## src/rtl/simon_pkg.sv

```systemverilog
// Shared definitions for the Simon game sequencer: colour and comparator
// encodings, controller state enum and the LFSR step function.
package simon_pkg;

  localparam int unsigned COLOUR_W = 2;
  localparam int unsigned LFSR_W   = 8;

  localparam logic [COLOUR_W-1:0] RED    = 2'd0;
  localparam logic [COLOUR_W-1:0] GREEN  = 2'd1;
  localparam logic [COLOUR_W-1:0] BLUE   = 2'd2;
  localparam logic [COLOUR_W-1:0] YELLOW = 2'd3;

  localparam logic [1:0] CMP_NONE  = 2'b00;
  localparam logic [1:0] CMP_MATCH = 2'b01;
  localparam logic [1:0] CMP_MISS  = 2'b10;

  typedef enum logic [3:0] {
    IDLE,
    EXTEND,
    SHOW_ON,
    SHOW_OFF,
    WAIT_IN,
    ISSUE,
    EVAL,
    WIN,
    LOSE
  } state_t;

  // Fibonacci step for x^8+x^6+x^5+x^4+1: shift left, feedback into bit 0.
  function automatic logic [LFSR_W-1:0] lfsr_step(input logic [LFSR_W-1:0] s);
    return {s[6:0], s[7] ^ s[5] ^ s[4] ^ s[3]};
  endfunction

endpackage

```

## src/rtl/simon_lfsr.sv

```systemverilog
// Free-running 8-bit pseudo-random source for new sequence colours.
// Ports: clk, reset (async, active-high, loads SEED), lfsr (current state).
module simon_lfsr
  import simon_pkg::*;
#(
  parameter logic [LFSR_W-1:0] SEED = 8'hA5
) (
  input  logic              clk,
  input  logic              reset,
  output logic [LFSR_W-1:0] lfsr
);

  always_ff @(posedge clk or posedge reset) begin
    if (reset) lfsr <= SEED;
    else       lfsr <= lfsr_step(lfsr);
  end

endmodule

```

## src/rtl/simon_controller.sv

```systemverilog
// Simon game sequencer: grows a random colour sequence, plays it on the LEDs,
// then feeds each player press with its expected colour to the comparator
// and advances, wins or loses based on the comparator result.
// Ports: clk/reset; start, btn_valid/btn_colour from the player; cmp_out from
// the comparator; cmp_enable/cmp_in/cmp_expected to the comparator;
// show_valid/show_colour to the LEDs; level, busy, game_over, win status.
module simon_controller
  import simon_pkg::*;
#(
  parameter int unsigned       MAX_LEN     = 16,
  parameter int unsigned       SHOW_CYCLES = 4,
  parameter int unsigned       GAP_CYCLES  = 2,
  parameter logic [LFSR_W-1:0] SEED        = 8'hA5,
  localparam int unsigned      LVL_W       = $clog2(MAX_LEN + 1)
) (
  input  logic                clk,
  input  logic                reset,
  input  logic                start,
  input  logic                btn_valid,
  input  logic [COLOUR_W-1:0] btn_colour,
  input  logic [1:0]          cmp_out,
  output logic                cmp_enable,
  output logic [COLOUR_W-1:0] cmp_in,
  output logic [COLOUR_W-1:0] cmp_expected,
  output logic                show_valid,
  output logic [COLOUR_W-1:0] show_colour,
  output logic [LVL_W-1:0]    level,
  output logic                busy,
  output logic                game_over,
  output logic                win
);

  localparam int unsigned IDX_W   = $clog2(MAX_LEN);
  localparam int unsigned CNT_MAX = (SHOW_CYCLES > GAP_CYCLES) ? SHOW_CYCLES : GAP_CYCLES;
  localparam int unsigned CNT_W   = $clog2(CNT_MAX + 1);

  state_t               state, state_n;
  logic [LVL_W-1:0]     level_n;
  logic [IDX_W-1:0]     idx, idx_n;
  logic [CNT_W-1:0]     cnt, cnt_n;
  logic [COLOUR_W-1:0]  cmp_in_n, cmp_exp_n;
  logic [COLOUR_W-1:0]  show_col_n;
  logic                 mem_we;
  logic                 last;
  logic [COLOUR_W-1:0]  mem [MAX_LEN];
  logic [LFSR_W-1:0]    lfsr;
  logic                 lfsr_unused;

  simon_lfsr #(.SEED(SEED)) u_lfsr (
    .clk   (clk),
    .reset (reset),
    .lfsr  (lfsr)
  );

  // Only the two low LFSR bits pick a colour.
  assign lfsr_unused = ^lfsr[LFSR_W-1:COLOUR_W];

  // Current index is the final entry of the sequence.
  assign last = ((LVL_W'(idx) + LVL_W'(1)) == level);

  // Sequence store; contents are meaningless until written by EXTEND.
  always_ff @(posedge clk) begin
    if (mem_we) mem[IDX_W'(level)] <= lfsr[COLOUR_W-1:0];
  end

  // Next-state and next-data logic.
  always_comb begin
    state_n   = state;
    level_n   = level;
    idx_n     = idx;
    cnt_n     = cnt;
    cmp_in_n  = cmp_in;
    cmp_exp_n = cmp_expected;
    mem_we    = 1'b0;
    case (state)
      IDLE, WIN, LOSE: begin
        if (start) begin
          level_n = '0;
          idx_n   = '0;
          cnt_n   = '0;
          state_n = EXTEND;
        end
      end
      EXTEND: begin
        mem_we  = 1'b1;
        level_n = level + LVL_W'(1);
        idx_n   = '0;
        cnt_n   = '0;
        state_n = SHOW_ON;
      end
      SHOW_ON: begin
        if (cnt == CNT_W'(SHOW_CYCLES - 1)) begin
          cnt_n   = '0;
          state_n = SHOW_OFF;
        end else begin
          cnt_n = cnt + CNT_W'(1);
        end
      end
      SHOW_OFF: begin
        if (cnt == CNT_W'(GAP_CYCLES - 1)) begin
          cnt_n = '0;
          if (last) begin
            idx_n   = '0;
            state_n = WAIT_IN;
          end else begin
            idx_n   = idx + IDX_W'(1);
            state_n = SHOW_ON;
          end
        end else begin
          cnt_n = cnt + CNT_W'(1);
        end
      end
      WAIT_IN: begin
        if (btn_valid) begin
          cmp_in_n  = btn_colour;
          cmp_exp_n = mem[idx];
          state_n   = ISSUE;
        end
      end
      ISSUE: state_n = EVAL;
      EVAL: begin
        // Anything other than a match, including no result at all, loses.
        if (cmp_out == CMP_MATCH) begin
          if (!last) begin
            idx_n   = idx + IDX_W'(1);
            state_n = WAIT_IN;
          end else if (level == LVL_W'(MAX_LEN)) begin
            state_n = WIN;
          end else begin
            state_n = EXTEND;
          end
        end else begin
          state_n = LOSE;
        end
      end
      default: state_n = IDLE;
    endcase
  end

  // LED colour for the coming cycle; forwards the colour being written in
  // EXTEND since the store has not captured it yet.
  always_comb begin
    show_col_n = '0;
    if (state_n == SHOW_ON) begin
      if (mem_we && (IDX_W'(level) == idx_n)) show_col_n = lfsr[COLOUR_W-1:0];
      else                                     show_col_n = mem[idx_n];
    end
  end

  // State, counters and registered outputs decoded from the next state.
  always_ff @(posedge clk or posedge reset) begin
    if (reset) begin
      state        <= IDLE;
      level        <= '0;
      idx          <= '0;
      cnt          <= '0;
      cmp_in       <= '0;
      cmp_expected <= '0;
      cmp_enable   <= 1'b0;
      show_valid   <= 1'b0;
      show_colour  <= '0;
      busy         <= 1'b0;
      game_over    <= 1'b0;
      win          <= 1'b0;
    end else begin
      state        <= state_n;
      level        <= level_n;
      idx          <= idx_n;
      cnt          <= cnt_n;
      cmp_in       <= cmp_in_n;
      cmp_expected <= cmp_exp_n;
      cmp_enable   <= (state_n == ISSUE);
      show_valid   <= (state_n == SHOW_ON);
      show_colour  <= show_col_n;
      busy         <= !((state_n == IDLE) || (state_n == WIN) || (state_n == LOSE));
      game_over    <= (state_n == WIN) || (state_n == LOSE);
      win          <= (state_n == WIN);
    end
  end

endmodule

```

## config.mk

```make
export PLATFORM = sky130hd
export DESIGN_NAME = simon_controller
export DESIGN_NICKNAME = d
export VERILOG_FILES = /design/src/rtl/simon_pkg.sv /design/src/rtl/simon_lfsr.sv /design/src/rtl/simon_controller.sv
export SDC_FILE = /design/constraint.sdc
export NUM_CORES = 1
export LEC_CHECK = 0
export CAP_MARGIN = 40
export CORE_MARGIN = 1.5
export CORE_UTILIZATION = 55
export CTS_BUF_LIST = sky130_fd_sc_hd__clkbuf_8
export CTS_CLUSTER_DIAMETER = 60
export CTS_CLUSTER_SIZE = 30
export DETAILED_ROUTE_END_ITERATION = 10
export MAX_ROUTING_LAYER = met4
export PLACE_DENSITY = 0.78
export SLEW_MARGIN = 15
export SYNTH_ARGS = -nofsm -noshare
export SYNTH_HDL_FRONTEND = slang
export SYNTH_SLANG_ARGS = --single-unit
```

## constraint.sdc

```tcl
create_clock -name clk -period 4.4 [get_ports clk]
set_clock_uncertainty 0.05 [all_clocks]
set_input_delay 0.66 -clock clk [delete_from_list [all_inputs] [get_ports clk]]
set_output_delay 0.66 -clock clk [all_outputs]
set_load 0.005 [all_outputs]
```

======== Word level (Yosys, flattened, before mapping) ========
Memories as Yosys holds them, arrays and structs flattened. A register that Yosys moved wholly into a read port is not among the register bits.
Cells that the tools add are included.
word-level totals
  ROM bits ................................ 0
  register bits ........................... 33
  latch bits .............................. 0
  bits in writable memories ............... 32
  memories ................................ 1
  input port bits ......................... 8
  logic and storage cells ................. 78
  output and inout bits ................... 16
memories
  memory  words  bits a word  read ports  clocked after Yosys merged registers in  write ports  RTL line                source
  mem     16     2            2           1                                        1            simon_controller.sv:45  logic [COLOUR_W-1:0] mem [MAX_LEN];
cells by class
  $add $sub $neg .......................... 4
  bitwise gates (word level) .............. 3
  reductions and logical operators ........ 13
  $mul .................................... 0
  magnitude comparators ................... 0
  shift-type cells ........................ 0
  equal/unequal tests ..................... 19
  divide/modulo/power cells ............... 0
  multiplexer cells ....................... 26
operator list
  cell                                                              number
  4-bit 2-to-1 mux                                                  10
  4-bit case mux with 7 select lines                                1
  4-bit by 3-bit == test with 1-bit output (second input constant)  6
  3-bit 2-to-1 mux                                                  6
  4-bit case mux with 4 select lines                                1
  4-bit by 2-bit == test with 1-bit output (second input constant)  3
  3-bit case mux with 4 select lines                                1
  5-bit case mux with 2 select lines                                1
  4-bit == test (second input constant)                             2
  4-bit zero test                                                   2
  2-bit AND reduction                                               3
  4-bit by 1-bit adder with 5-bit output (second input constant)    1
  5-bit by 1-bit adder with 5-bit output (second input constant)    1
  5-bit == test                                                     1
  5-bit == test (second input constant)                             1
  5-bit 2-to-1 mux                                                  1
  4-bit by 1-bit adder with 4-bit output (second input constant)    1
  4-bit by 1-bit == test with 1-bit output (second input constant)  1
  4-bit == test                                                     1
  2-bit 2-to-1 mux                                                  2
  4-bit nonzero test                                                1
  3-bit by 1-bit adder with 3-bit output (second input constant)    1
  3-bit by 1-bit == test with 1-bit output (second input constant)  1
  3-bit by 2-bit == test with 1-bit output (second input constant)  1
  9 further kinds                                                   15

======== Logic depth before layout (Yosys ltp) ========
Gate-level depths: netlist of the first run.
  depth in word-level cells ............... 9
  gate-level depth with buffers ........... 15

======== Cells and area by module ========
From an unflattened synthesis of the first run, not the netlist that was laid out.
second synthesis, totals
  cells, all modules ...................... 340
  area total of the unflattened synthesis .. 3,881.2 µm²
by module, submodules not included
  module            times used  cells an instance  area an instance (µm²)
  simon_controller  1           328                3,646.0
  simon_lfsr        1           12                 235.2

======== Worst setup path after synthesis of the first run ========
Ideal clock, no wire load.
  path type ............................... reg2reg
  from .................................... register idx[0]
  to ...................................... register show_colour[0]
  setup time .............................. 132 ps
  setup slack ............................. 1,380 ps
  arrival time ............................ 2,839 ps
  buffers on the path ..................... 3
  cell stages (with the launch flop) ...... 16
  data required time ...................... 4,218 ps
  path through ............................ dfrtp_1 -> ha_1 -> buf_2 -> or2_2 -> a21oi_1 -> o311a_1 -> buf_4 -> inv_2 -> ha_1 -> a2bb2oi_1 -> and2_1 -> clkbuf_1 -> nand3_1 -> o2111a_1 -> nor4_1 -> o2bb2ai_1
on the way
  longest elaborated chain between the ends .. 9
  elaborated cells between the ends (all ways) .. 20
  classes of those cells .................. 2 x add/sub; 3 x eq/ne; 13 x mux; 1 x reduce/logical; 1 x memory
RTL lines
  item                                                                            RTL line                 source
  start, declared                                                                 simon_controller.sv:39   logic [IDX_W-1:0] idx, idx_n;
  start signal, assigned                                                          simon_controller.sv:168  idx <= idx_n;
  branches (longest 8 deep; another with 4-bit by 1-bit adder with 5-bit output)  -
  2-bit 2-to-1 mux (*)                                                            simon_controller.sv:144  if (state_n == SHOW_ON) begin
  via show_col_n[0]                                                               simon_controller.sv:42   logic [COLOUR_W-1:0] show_col_n;
  end signal, assigned                                                            simon_controller.sv:174  show_colour <= show_col_n;
  end, declared                                                                   simon_controller.sv:26   output logic [COLOUR_W-1:0] show_colour,
Mark *: on every way through the listed nets, which the timed path passes.
A chain may end at the register's enable or synchronous reset.

======== Worst setup path after layout of the first run ========
  from .................................... register idx[0]
  to ...................................... register show_colour[1]
on the way
  longest elaborated chain between the ends .. 9
  elaborated cells between the ends (all ways) .. 20
  classes of those cells .................. 2 x add/sub; 3 x eq/ne; 13 x mux; 1 x reduce/logical; 1 x memory
RTL lines
  item                                                       RTL line                                          source
  4-bit by 1-bit adder with 5-bit output                     simon_controller.sv:59                            assign last = ((LVL_W'(idx) + LVL_W'(1)) == level);
  5-bit == test                                              simon_controller.sv:59
  4-bit 2-to-1 mux (on tied branches)                        simon_controller.sv:124, simon_controller.sv:102
  4-bit 2-to-1 mux (on tied branches)                        simon_controller.sv:123, simon_controller.sv:100
  4-bit case mux with 4 select lines (*)                     simon_controller.sv:75                            case (state)
  via idx_n[0]                                               simon_controller.sv:39
  branches (longest 2 deep; another with memory 16 x 2 bit)  -
  2-bit 2-to-1 mux (*)                                       simon_controller.sv:145                           if (mem_we && (IDX_W'(level) == idx_n)) show_col_n = lfsr[COLOUR_W-1:0];
  2-bit 2-to-1 mux (*)                                       simon_controller.sv:144
  via show_col_n[1]                                          simon_controller.sv:42
Marks and branches as above.

==> results of run 1 <==
[state kept, by name (all words and copies together) (netlist names)]
| signal | cells |
|---|---|
| idx | 4 |
| busy | 1 |
| cmp_in | 2 |
| level | 5 |
| u_lfsr.lfsr | 8 |
| win | 1 |
| cmp_enable | 1 |
| show_valid | 1 |
| show_colour | 2 |
| cnt | 3 |
| cmp_expected | 2 |
| mem | 32 |
| state | 4 |
| game_over | 1 |
[critical path, delay by kind of cell, from the launching register on]
kind	cells	cell delay (ns)
buffers and inverters	2	0.28
XOR/XNOR	1	0.18
AND/OR/NAND/NOR	3	0.74
adder cells (fa/ha/maj)	2	0.60
AO/OA/AOI/OAI	5	1.31
flip-flops	1	0.39
[where the power goes]
part / internal, mW / total (mW) / switching, mW
clock network: 0.328 / 0.591 / 0.263
registers: 0.739 / 0.860 / 0.121
logic: 0.426 / 0.910 / 0.485
total: 1.49 / 2.36 / 0.869
[cells by family (layout without fill, tap and decap cells)]
kind of cell | after synthesis | after routing | synth area share (%)
compound gates | 60 | 60 | 12.31
flops | 67 | 67 | 50.60
xor+xnor | 13 | 13 | 3.128
mux | 20 | 20 | 9.281
simple gates | 115 | 115 | 16.60
buf+inv | 33 | 63 | 4.297
fa+ha+maj | 11 | 11 | 3.781
[cell type report]
cell class                 instances  share of cell area (%)
tap                               77                   2.309
inverter                          18                   1.619
timing repair buffer              29                   7.076
sequential                        67                   44.14
multi-input combinational        219                   39.34
clock inverter                     7                   2.549
clock buffer                       9                   2.969
[metal layers]
layer | global-route usage, % | up-vias | part of all wire, % | wire, um
met2 | 38.11 | 91 | 50 | 3998
li1 | - | 1233 | - | -
met5 | - | - | 0 | 0
met1 | 33.07 | 1259 | 44 | 3532
met3 | 5.605 | 13 | 5.1 | 415
met4 | 8.211 | 0 | 1.5 | 123
[worst min-delay path by stage]
| stage | start | slack [ns] | to | cells after the start |
|---|---|---|---|---|
| after floorplan | u_lfsr.lfsr[6] | 0.28 | u_lfsr.lfsr[7] | 0 |
| after global placement | u_lfsr.lfsr[6] | 0.28 | u_lfsr.lfsr[7] | 0 |
| after detailed placement | u_lfsr.lfsr[6] | 0.30 | u_lfsr.lfsr[7] | 0 |
| after CTS | u_lfsr.lfsr[6] | 0.31 | u_lfsr.lfsr[7] | 0 |
| after global routing | u_lfsr.lfsr[6] | 0.32 | u_lfsr.lfsr[7] | 0 |
| final | u_lfsr.lfsr[6] | 0.30 | u_lfsr.lfsr[7] | 0 |
[cell usage in the layout (no fill, tap or decap), types with 5 or more instances in the layout]
| master | instances |
|---|---|
| mux2_2 | 5 |
| ha_1 | 11 |
| xnor2_1 | 9 |
| a21oi_1 | 8 |
| inv_1 | 17 |
| buf_4 | 5 |
| nand2_1 | 24 |
| dfrtp_1 | 31 |
| edfxtp_1 | 32 |
| nor3_1 | 9 |
| nor2_1 | 26 |
| nor2b_1 | 6 |
| mux4_2 | 10 |
| o21ai_0 | 17 |
| clkbuf_8 | 9 |
| clkdlybuf4s50_1 | 23 |
| nand3_1 | 21 |
[through the flow]
stage | hold WS [ns] | power, mW | utilization, % | instances | setup WS (ns)
after floorplan | 0.2830 | 1.518 | - | 319 | 1.380
after global placement | 0.2842 | 1.737 | 61.19 | 408 | 0.5655
after detailed placement | 0.2998 | 1.774 | 61.74 | 410 | 0.5315
after CTS | 0.3101 | 2.373 | 65.34 | 426 | 0.8189
after global routing | 0.3248 | 2.504 | 65.34 | 426 | 0.4941
final | 0.3034 | 2.362 | 65.34 | 426 | 0.7612
==> impl_results.md, run 1 <==
- Status: finished, final reports clean
- Final Net Count: 363
- Signal arrival time at the worst endpoint: 3.86 ns
- Total nets after synthesis: 338
- Total number of H-tree levels: 3
- Placement Rows: 29
- Register clock-pin slew on the reported worst setup and hold paths: 0.08 ns
- Most used flip-flop cell after synthesis: edfxtp_1
- Launch point of the worst reg-to-reg path: idx[0]
- Synth warnings: 0
- RSZ-0062 raised after global routing: no
- CP Launch Type: register
- Fin Setup TNS: 0 ns
- RR Endpoint: show_colour[1]
- Fraction of synthesis flops using an asynchronous set or reset pin: 52.24%
- Most instantiated cells after synthesis: edfxtp_1, dfrtp_1, nor2_1
- Number of buffers inserted by port buffering: 23
- Largest driver fanout on the critical path: 13
- Clock latency on the worst-skew pair: 0.36 ns
- Top cells by area in the synthesized netlist: edfxtp_1, dfrtp_1, mux4_2
- Pin slew with the least headroom to its limit: 0.6005 ns
- Cell area after placement: 3943 um^2
- Final global-route overflow total: 0
- Area added between synthesis and finish: 14.64%
- Antenna viol nets, final: 0
- Gr usage total: 24.79%
- Number of endpoints failing setup at the final stage: 0
- Initial Util: 56.99%
- Register Area: 1842 um^2
- Max_slew headroom: 59.88%
- Clock buffers created by TritonCTS: 9
- Maximum buffer depth of the clock tree: 2
- Total number of vias: 2,596
- Leading cell type by number of instances after synthesis: edfxtp_1
- Pins Over Slew Limit: 0
- Core Box Area: 6386 um^2
- Number of global-route vias before repair: 2,430
- Crit path capture: show_colour[1]
- Max Cap Viol: 0
- Filler cells: 479
- Biggest area consumer among synthesized cells: edfxtp_1
- Number of antenna violations at the first check in global routing: 0
- Die Width: 84.35 um
- Type of the worst setup path: register to register
- Post-CTS setup repair buffer count: 0
- Cells along the critical path: ha_1 -> xnor2_1 -> a211oi_1 -> o311a_1 -> inv_2 -> ha_1 -> a2bb2oi_1 -> and2_1 -> inv_1 -> and3_1 -> a2111oi_0 -> nor4_1 -> o2bb2ai_1
- EDFF count, synth: 32
- Diode insertion count for antenna repair: 0
- Syn Std Cell Area: 3640 um^2
- Synthesized instance count: 319
- Cells on worst reg2reg path: 13
- Crit path top cell by count: ha_1
- Type of the tightest min-delay check: register to register
- CTS Root Cell: clkbuf_8
- Wire length of the first global-routing pass: 12.81 mm
- FMAX: 0.2748 GHz
- Final critical-path share of the clock period: 82.70%
- DRC Markers: 0
- Count of cells resized by post-cts repair: 0
- Area of the die: 7115 um^2
- Highest cell delay on the worst timing path: 0.44 ns
- Via density per instance: 6.094
- Num ports: 24
- DR pass1 iterations: 5
- Drt first-iter violations: 174
- Critical path capture point type: register
- Req. time, crit path: 4.62 ns
- Portion of the post-synthesis area used by sequential elements: 50.60%
- Share of post-route cells with drive strength above 1: 15.76%
- DPL Wire Length: 5.743 mm
- Worst voltage drop across the vdd grid: 0.4124 mV
- Detail-routed net length per standard cell: 18.94 um
- Final period demand of the worst path: 3.639 ns
- Final instance area: 4173 um^2
- Clock tree from TritonCTS: built
- Final estimated routing congestion in global placement: 0.9434
- Number of buffers added to fix hold violations after cts: 0
- Number of clock sinks seen by CTS: 67
- Aggregate routed wire length: 8.070 mm
- Power Dens Cells: 566.0 nW/um^2
- Slowest-stage cell, CP: a2111oi_0
- Worst R2R Setup Slack: 0.76 ns
- Leakage power: 1.579 nW
- Die height: 84.35 um
- Avg Inst Size Synth: 11.41 um^2
- Largest net degree at the start of global routing: 19
- Yosys cell types: 65
- Critical path origin: idx[0]
- Final hold violation count: 0
- Top cell type's share of synthesized area: 26.40%
- Area used by multi-input combinational logic: 1642 um^2
- #FFs+latches synth: 67
(Power assumes the default switching activity.)
==> run 2, diff against run 1 <==
==> constraint.sdc (replaced) <==
create_clock -name clk -period 3.6 [get_ports clk]
set_clock_uncertainty 0.05 [all_clocks]
set_input_delay 0.54 -clock clk [delete_from_list [all_inputs] [get_ports clk]]
set_output_delay 0.54 -clock clk [all_outputs]
set_load 0.005 [all_outputs]
==> impl_results.md, run 2 (same netlist as run 1, synthesis figures left out) <==
- Clock buffers created by TritonCTS: 9 (unchanged)
- Launch point of the worst reg-to-reg path: state[0]
- Area used by multi-input combinational logic: 1642 um^2 (unchanged)
- CTS Root Cell: clkbuf_8
- Sequential share of power: 36.9% (+0.5 points)
- Number of endpoints failing setup at the final stage: 0 (unchanged)
- Number of buffers added to fix hold violations after cts: 0 (unchanged)
- Pin slew with the least headroom to its limit: 0.6031 ns (+0.002578 ns)
- Largest driver fanout on the critical path: 18 (+5)
- Total number of H-tree levels: 3 (unchanged)
- Critical Path Stages: 10 (-3)
- Post-CTS setup repair buffer count: 0 (unchanged)
- Cells along the critical path: or3b_2 -> o311a_4 -> or3_4 -> o21ai_4 -> buf_4 -> nand3_1 -> and3_1 -> a2111oi_0 -> nor4_1 -> o2bb2ai_1
- Power Dens Cells: 673.2 nW/um^2 (+19%)
- Worst R2R Setup Slack: 0.43 ns (-0.33 ns)
- CP Launch Type: register
- Gr usage total: 24.65% (-0.14 points)
- Cell Int Power: 1.775 mW (+19%)
- Largest registers: mem (32), u_lfsr.lfsr (8), level (5)
- Register clock-pin slew on the reported worst setup and hold paths: 0.08 ns (about the same)
- Leakage power: 1.596 nW (+1.1%)
- DPL Wire Length: 5.730 mm (-0.22%)
- Status: finished, final reports clean
- Flip-flop count of the largest register after layout: 32 (unchanged)
- Worst voltage drop across the vdd grid: 0.4063 mV (-1.5%)
- Worst Path Buf+Inv: 1 (-1)
- Die height: 84.35 um (unchanged)
- Total number of vias: 2,676 (+3.1%)
- Clk pwr share: 22.1% (-2.9 points)
- Crit path capture: show_colour[1]
- Largest net degree at the start of global routing: 20 (+1)
- Max_slew headroom: 59.71% (-0.17 points)
- Most used cells in the layout excluding fill and tap cells: edfxtp_1, dfrtp_1, nor2_1
- Final Net Count: 370 (+1.9%)
- Final estimated routing congestion in global placement: 1.053 (+12%)
- Count of cells resized by post-cts repair: 0 (unchanged)
- Leading cell type in the layout, fill and taps excluded: edfxtp_1
- Fin util: 65.67% (+0.33 points)
- Clock tree from TritonCTS: built
- Final period demand of the worst path: 3.167 ns (-0.4717 ns)
- Diode insertion count for antenna repair: 0 (unchanged)
- DRC Markers: 0 (unchanged)
- Initial Util: 56.99% (unchanged)
- Drt first-iter violations: 157 (-9.8%)
- FMAX: 0.3157 GHz (+15%)
- Number of global-route vias before repair: 2,618 (+7.7%)
- Highest cell delay on the worst timing path: 0.65 ns (+0.21 ns)
- Slowest-stage cell, CP: dfrtp_1
- Final hold violation count: 0 (unchanged)
- Top delay family on crit path: simple AND/OR/NAND/NOR gates
- Detail-routed net length per standard cell: 18.16 um (-4.1%)
- Number of buffers inserted by port buffering: 23 (unchanged)
- Wire length of the first global-routing pass: 13.03 mm (+1.7%)
- Share of power burned in combinational logic: 41.0% (+2.5 points)
- DR pass1 iterations: 5 (unchanged)
- Filler cells: 498 (+4.0%)
- Type of the tightest min-delay check: register to register
- RSZ-0062 raised after global routing: no
- Register with the most flip-flops: mem
- Clock latency on the worst-skew pair: 0.35 ns (about the same)
- Number of clock sinks seen by CTS: 67 (unchanged)
- Via density per instance: 6.180 (+1.4%)
- Critical path capture point type: register
- Antenna viol nets, final: 0 (unchanged)
- Pins Over Slew Limit: 0 (unchanged)
- RR Endpoint: show_colour[1]
- Type of the worst setup path: register to register
- Placement Rows: 29 (unchanged)
- Final global-route overflow total: 0 (unchanged)
- Cells on worst reg2reg path: 10 (-3)
- Aggregate routed wire length: 7.865 mm (-2.5%)
- Register Area: 1842 um^2 (unchanged)
- Num ports: 24 (unchanged)
- Fin Setup TNS: 0 ns (unchanged)
- Maximum buffer depth of the clock tree: 2 (unchanged)
- Final critical-path share of the clock period: 87.97% (+5.3 points)
- Core Box Area: 6386 um^2 (unchanged)
- Signal arrival time at the worst endpoint: 3.39 ns (-0.47 ns)
- Worst hold margin: 0.3047 ns (+0.001282 ns)
- Switching component of the power: 1.048 mW (+21%)
- Number of antenna violations at the first check in global routing: 0 (unchanged)
- Max Cap Viol: 0 (unchanged)
- Share of post-route cells with drive strength above 1: 17.42% (+1.7 points)
- Die Width: 84.35 um (unchanged)
- Req. time, crit path: 3.83 ns (-0.79 ns)
- Area added between synthesis and finish: 15.23%
- Net Sw Frac: 37.13% (+0.35 points)
- Critical path origin: state[0]
- Area of the die: 7115 um^2 (unchanged)
## run 2: power by group through the flow
stage	clock [mW]	combinational (mW)	sequential (mW)
6_report	0.624	1.16	1.04
5_1_grt	0.665	1.28	1.06
4_1_cts	0.640	1.16	1.04
3_5_place_dp	0	1.15	1.06
3_3_place_gp	0	1.12	1.05
2_1_floorplan	0	0.871	0.984
## run 2: area by class of cell
class	instances	area share [%]
clock buffer	9	2.953
clock inverter	7	1.790
sequential	67	43.91
multi-input combinational	219	39.14
inverter	18	1.611
tap	77	2.297
timing repair buffer	36	8.294
## run 2: how the worst min path moves through the flow
stage,depth (start not counted),from,end
after global routing,0,u_lfsr.lfsr[6],u_lfsr.lfsr[7]
after detailed placement,0,u_lfsr.lfsr[6],u_lfsr.lfsr[7]
final,0,u_lfsr.lfsr[6],u_lfsr.lfsr[7]
after floorplan,0,u_lfsr.lfsr[6],u_lfsr.lfsr[7]
after CTS,0,u_lfsr.lfsr[6],u_lfsr.lfsr[7]
after global placement,0,u_lfsr.lfsr[6],u_lfsr.lfsr[7]
## run 2: metal layers
layer | share of wire (%) | track usage [%] | vias up
met3 | 5.3 | 5.015 | 23
met4 | 3.3 | 12.90 | 0
met5 | 0 | - | -
met2 | 47 | 35.93 | 93
li1 | - | - | 1251
met1 | 44 | 32.87 | 1309
## run 2: metrics by stage
stage	cell area (um^2)	total power [mW]	setup slack, ns	cells
3_5_place_dp	3995	2.206	0.1904	417
6_report	4194	2.824	0.4329	433
3_3_place_gp	3968	2.168	0.2233	416
4_1_cts	4194	2.840	0.4231	433
5_1_grt	4194	3.012	0.1341	433
2_1_floorplan	3640	1.855	0.5795	319
==> run 3, diff against run 2 <==
--- a/config.mk
+++ b/config.mk
@@ -5,6 +5,7 @@
 export SDC_FILE = /design/constraint.sdc
 export NUM_CORES = 1
 export LEC_CHECK = 0
+export ABC_CLOCK_PERIOD_IN_PS = 3600
 export CAP_MARGIN = 40
 export CORE_MARGIN = 1.5
 export CORE_UTILIZATION = 55
@@ -13,7 +14,7 @@
 export CTS_CLUSTER_SIZE = 30
 export DETAILED_ROUTE_END_ITERATION = 10
 export MAX_ROUTING_LAYER = met4
-export PLACE_DENSITY = 0.78
+export PLACE_DENSITY = 0.75
 export SLEW_MARGIN = 15
 export SYNTH_ARGS = -nofsm -noshare
 export SYNTH_HDL_FRONTEND = slang
==> impl_results.md, run 3 (same netlist as run 1, synthesis figures left out) <==
- Register Area: 1842 um^2 (unchanged)
- Diode insertion count for antenna repair: 0 (unchanged)
- DPL Wire Length: 6.053 mm (+5.6%)
- Power Dens Cells: 705.0 nW/um^2 (+4.7%)
- Cell Int Power: 1.923 mW (+8.3%)
- Final hold violation count: 0 (unchanged)
- RSZ-0062 raised after global routing: no
- Area added between synthesis and finish: 16.71%
- Status: finished, final reports clean
- Largest registers: mem (32), u_lfsr.lfsr (8), level (5)
- Register with the most flip-flops: mem
- Gr usage total: 26.46% (+1.8 points)
- Area used by multi-input combinational logic: 1642 um^2 (unchanged)
- Number of endpoints failing setup at the final stage: 0 (unchanged)
- Final period demand of the worst path: 3.124 ns (-0.04304 ns)
- Largest net degree at the start of global routing: 21 (+5.0%)
- Critical path capture point type: register
- Core Box Area: 6386 um^2 (unchanged)
- Number of buffers added to fix hold violations after cts: 0 (unchanged)
- Detail-routed net length per standard cell: 19.33 um (+6.4%)
- Fin Setup TNS: 0 ns (unchanged)
- FMAX: 0.3201 GHz (+1.4%)
- Number of clock sinks seen by CTS: 67 (unchanged)
- Setup slack after layout: 0.4760 ns (+0.04304 ns)
- Type of the worst setup path: input port to register
- Die Width: 84.35 um (unchanged)
- Number of buffers inserted by port buffering: 23 (unchanged)
- Final global-route overflow total: 0 (unchanged)
- Share of power burned in combinational logic: 40.3% (-0.7 points)
- Switching component of the power: 1.072 mW (+2.2%)
- Total number of H-tree levels: 3 (unchanged)
- Largest driver fanout on the critical path: 8 (-10)
- DRC Markers: 0 (unchanged)
- Sequential share of power: 34.3% (-2.6 points)
- Register clock-pin slew on the reported worst setup and hold paths: 0.08 ns (about the same)
- Maximum buffer depth of the clock tree: 2 (unchanged)
- Final critical-path share of the clock period: 86.78% (-1.2 points)
- Max Cap Viol: 0 (unchanged)
- Met2 global-route usage: 39.56% (+3.6 points)
- Signal arrival time at the worst endpoint: 3.30 ns (-0.09 ns)
- Worst hold margin: 0.3065 ns (+0.001829 ns)
- Antenna viol nets, final: 0 (unchanged)
- DR pass1 iterations: 4 (-1)
- Filler cells: 484 (-2.8%)
- Num ports: 24 (unchanged)
- Leakage power: 1.627 nW (+1.9%)
- CP Launch Type: input port
- Clk pwr share: 25.4% (+3.3 points)
- Share of post-route cells with drive strength above 1: 18.06% (+0.64 points)
- Max_slew headroom: 62.30% (+2.6 points)
- Gr busiest metal: met2
- Initial Util: 56.99% (unchanged)
- CTS Root Cell: clkbuf_8
- Flip-flop count of the largest register after layout: 32 (unchanged)
- Worst slack at placement: 0.1263 ns (-0.06417 ns)
- Pins Over Slew Limit: 0 (unchanged)
- Most used cells in the layout excluding fill and tap cells: edfxtp_1, dfrtp_1, nor2_1
- Wire length of the first global-routing pass: 13.69 mm (+5.1%)
- Met1 track utilization from global routing: 35.20% (+2.3 points)
- Pin slew with the least headroom to its limit: 0.5655 ns (-0.03765 ns)
- Drt first-iter violations: 184 (+17%)
- Placement Rows: 29 (unchanged)
- Clock latency on the worst-skew pair: 0.35 ns (about the same)
- Net Sw Frac: 35.78% (-1.3 points)
- Count of cells resized by post-cts repair: 0 (unchanged)
- Total number of vias: 2,645 (-1.2%)
- Worst voltage drop across the vdd grid: 0.5574 mV (+37%)
- Number of antenna violations at the first check in global routing: 0 (unchanged)
- Global-route track usage on met3: 6.785% (+1.8 points)
- Area of the die: 7115 um^2 (unchanged)
- Sum of internal, switching and leakage power: 2.995 mW (+6.1%)
- Post-CTS setup repair buffer count: 0 (unchanged)
- Leading cell type in the layout, fill and taps excluded: edfxtp_1
- Final estimated routing congestion in global placement: 0.9993 (-5.1%)
- Clock buffers created by TritonCTS: 9 (unchanged)
- Req. time, crit path: 3.78 ns (-0.05 ns)
- Aggregate routed wire length: 8.447 mm (+7.4%)
- Clock tree from TritonCTS: built
- Number of global-route vias before repair: 2,655 (+1.4%)
- Die height: 84.35 um (unchanged)
- Final Net Count: 374 (+1.1%)
- Via density per instance: 6.053 (-2.1%)
- Type of the tightest min-delay check: register to register
-- run 3: cell count changes in the layout (fill, tap and decap cells not counted), sizes merged --
cell | previous run | this run
buf | 13 | 17
bufinv | 1 | 3
clkinv | 3 | 2
inv | 20 | 19
-- run 3: cell type report --
cell class	instances	share of cell area, %
tap	77	2.268
clock buffer	9	2.916
multi-input combinational	219	38.64
clock inverter	7	2.710
timing repair buffer	40	8.513
inverter	18	1.591
sequential	67	43.36
-- run 3: critical path, cell delays in order --
cell	delay, ns
clkdlybuf4s50_1	0.48
or4b_4	0.47
o311a_4	0.16
or3_4	0.39
o21ai_4	0.22
nand2_4	0.14
mux2_1	0.35
o2111a_1	0.23
nor4_1	0.23
o2bb2ai_1	0.09
-- run 3: routing by layer --
layer  vias up  wire [um]
li1       1260          -
met1      1295       3780
met2        77       4014
met3        13        472
met4         0        180
met5         -          0
-- run 3: path summary, 6_finish.rpt --
kind | slack (ns) | start | to | cells after the start
min in group asynchronous | 0.34 | reset | level[4] | 2
worst max register to register | 0.48 | state[2] | show_colour[0] | 10
max in group asynchronous | 2.48 | reset | u_lfsr.lfsr[2] | 4
worst min-delay path | 0.31 | u_lfsr.lfsr[6] | u_lfsr.lfsr[7] | 0
worst max-delay path | 0.48 | start | show_colour[1] | 10
worst min register to register | 0.31 | u_lfsr.lfsr[6] | u_lfsr.lfsr[7] | 0
-- run 3: through the flow --
stage | std cells | util [%] | instance area [um^2]
after floorplan | 319 | - | 3640
after global placement | 420 | 62.60 | 3998
after detailed placement | 420 | 62.60 | 3998
after CTS | 436 | 66.34 | 4237
after global routing | 437 | 66.52 | 4248
final | 437 | 66.52 | 4248
-- run 3: power by group through the flow --
stage	combinational [mW]	sequential [mW]	clock, mW
6_report	1.21	1.03	0.762
3_5_place_dp	1.19	1.04	0
3_3_place_gp	1.16	1.04	0
4_1_cts	1.20	1.03	0.769
5_1_grt	1.32	1.05	0.809
2_1_floorplan	0.871	0.984	0
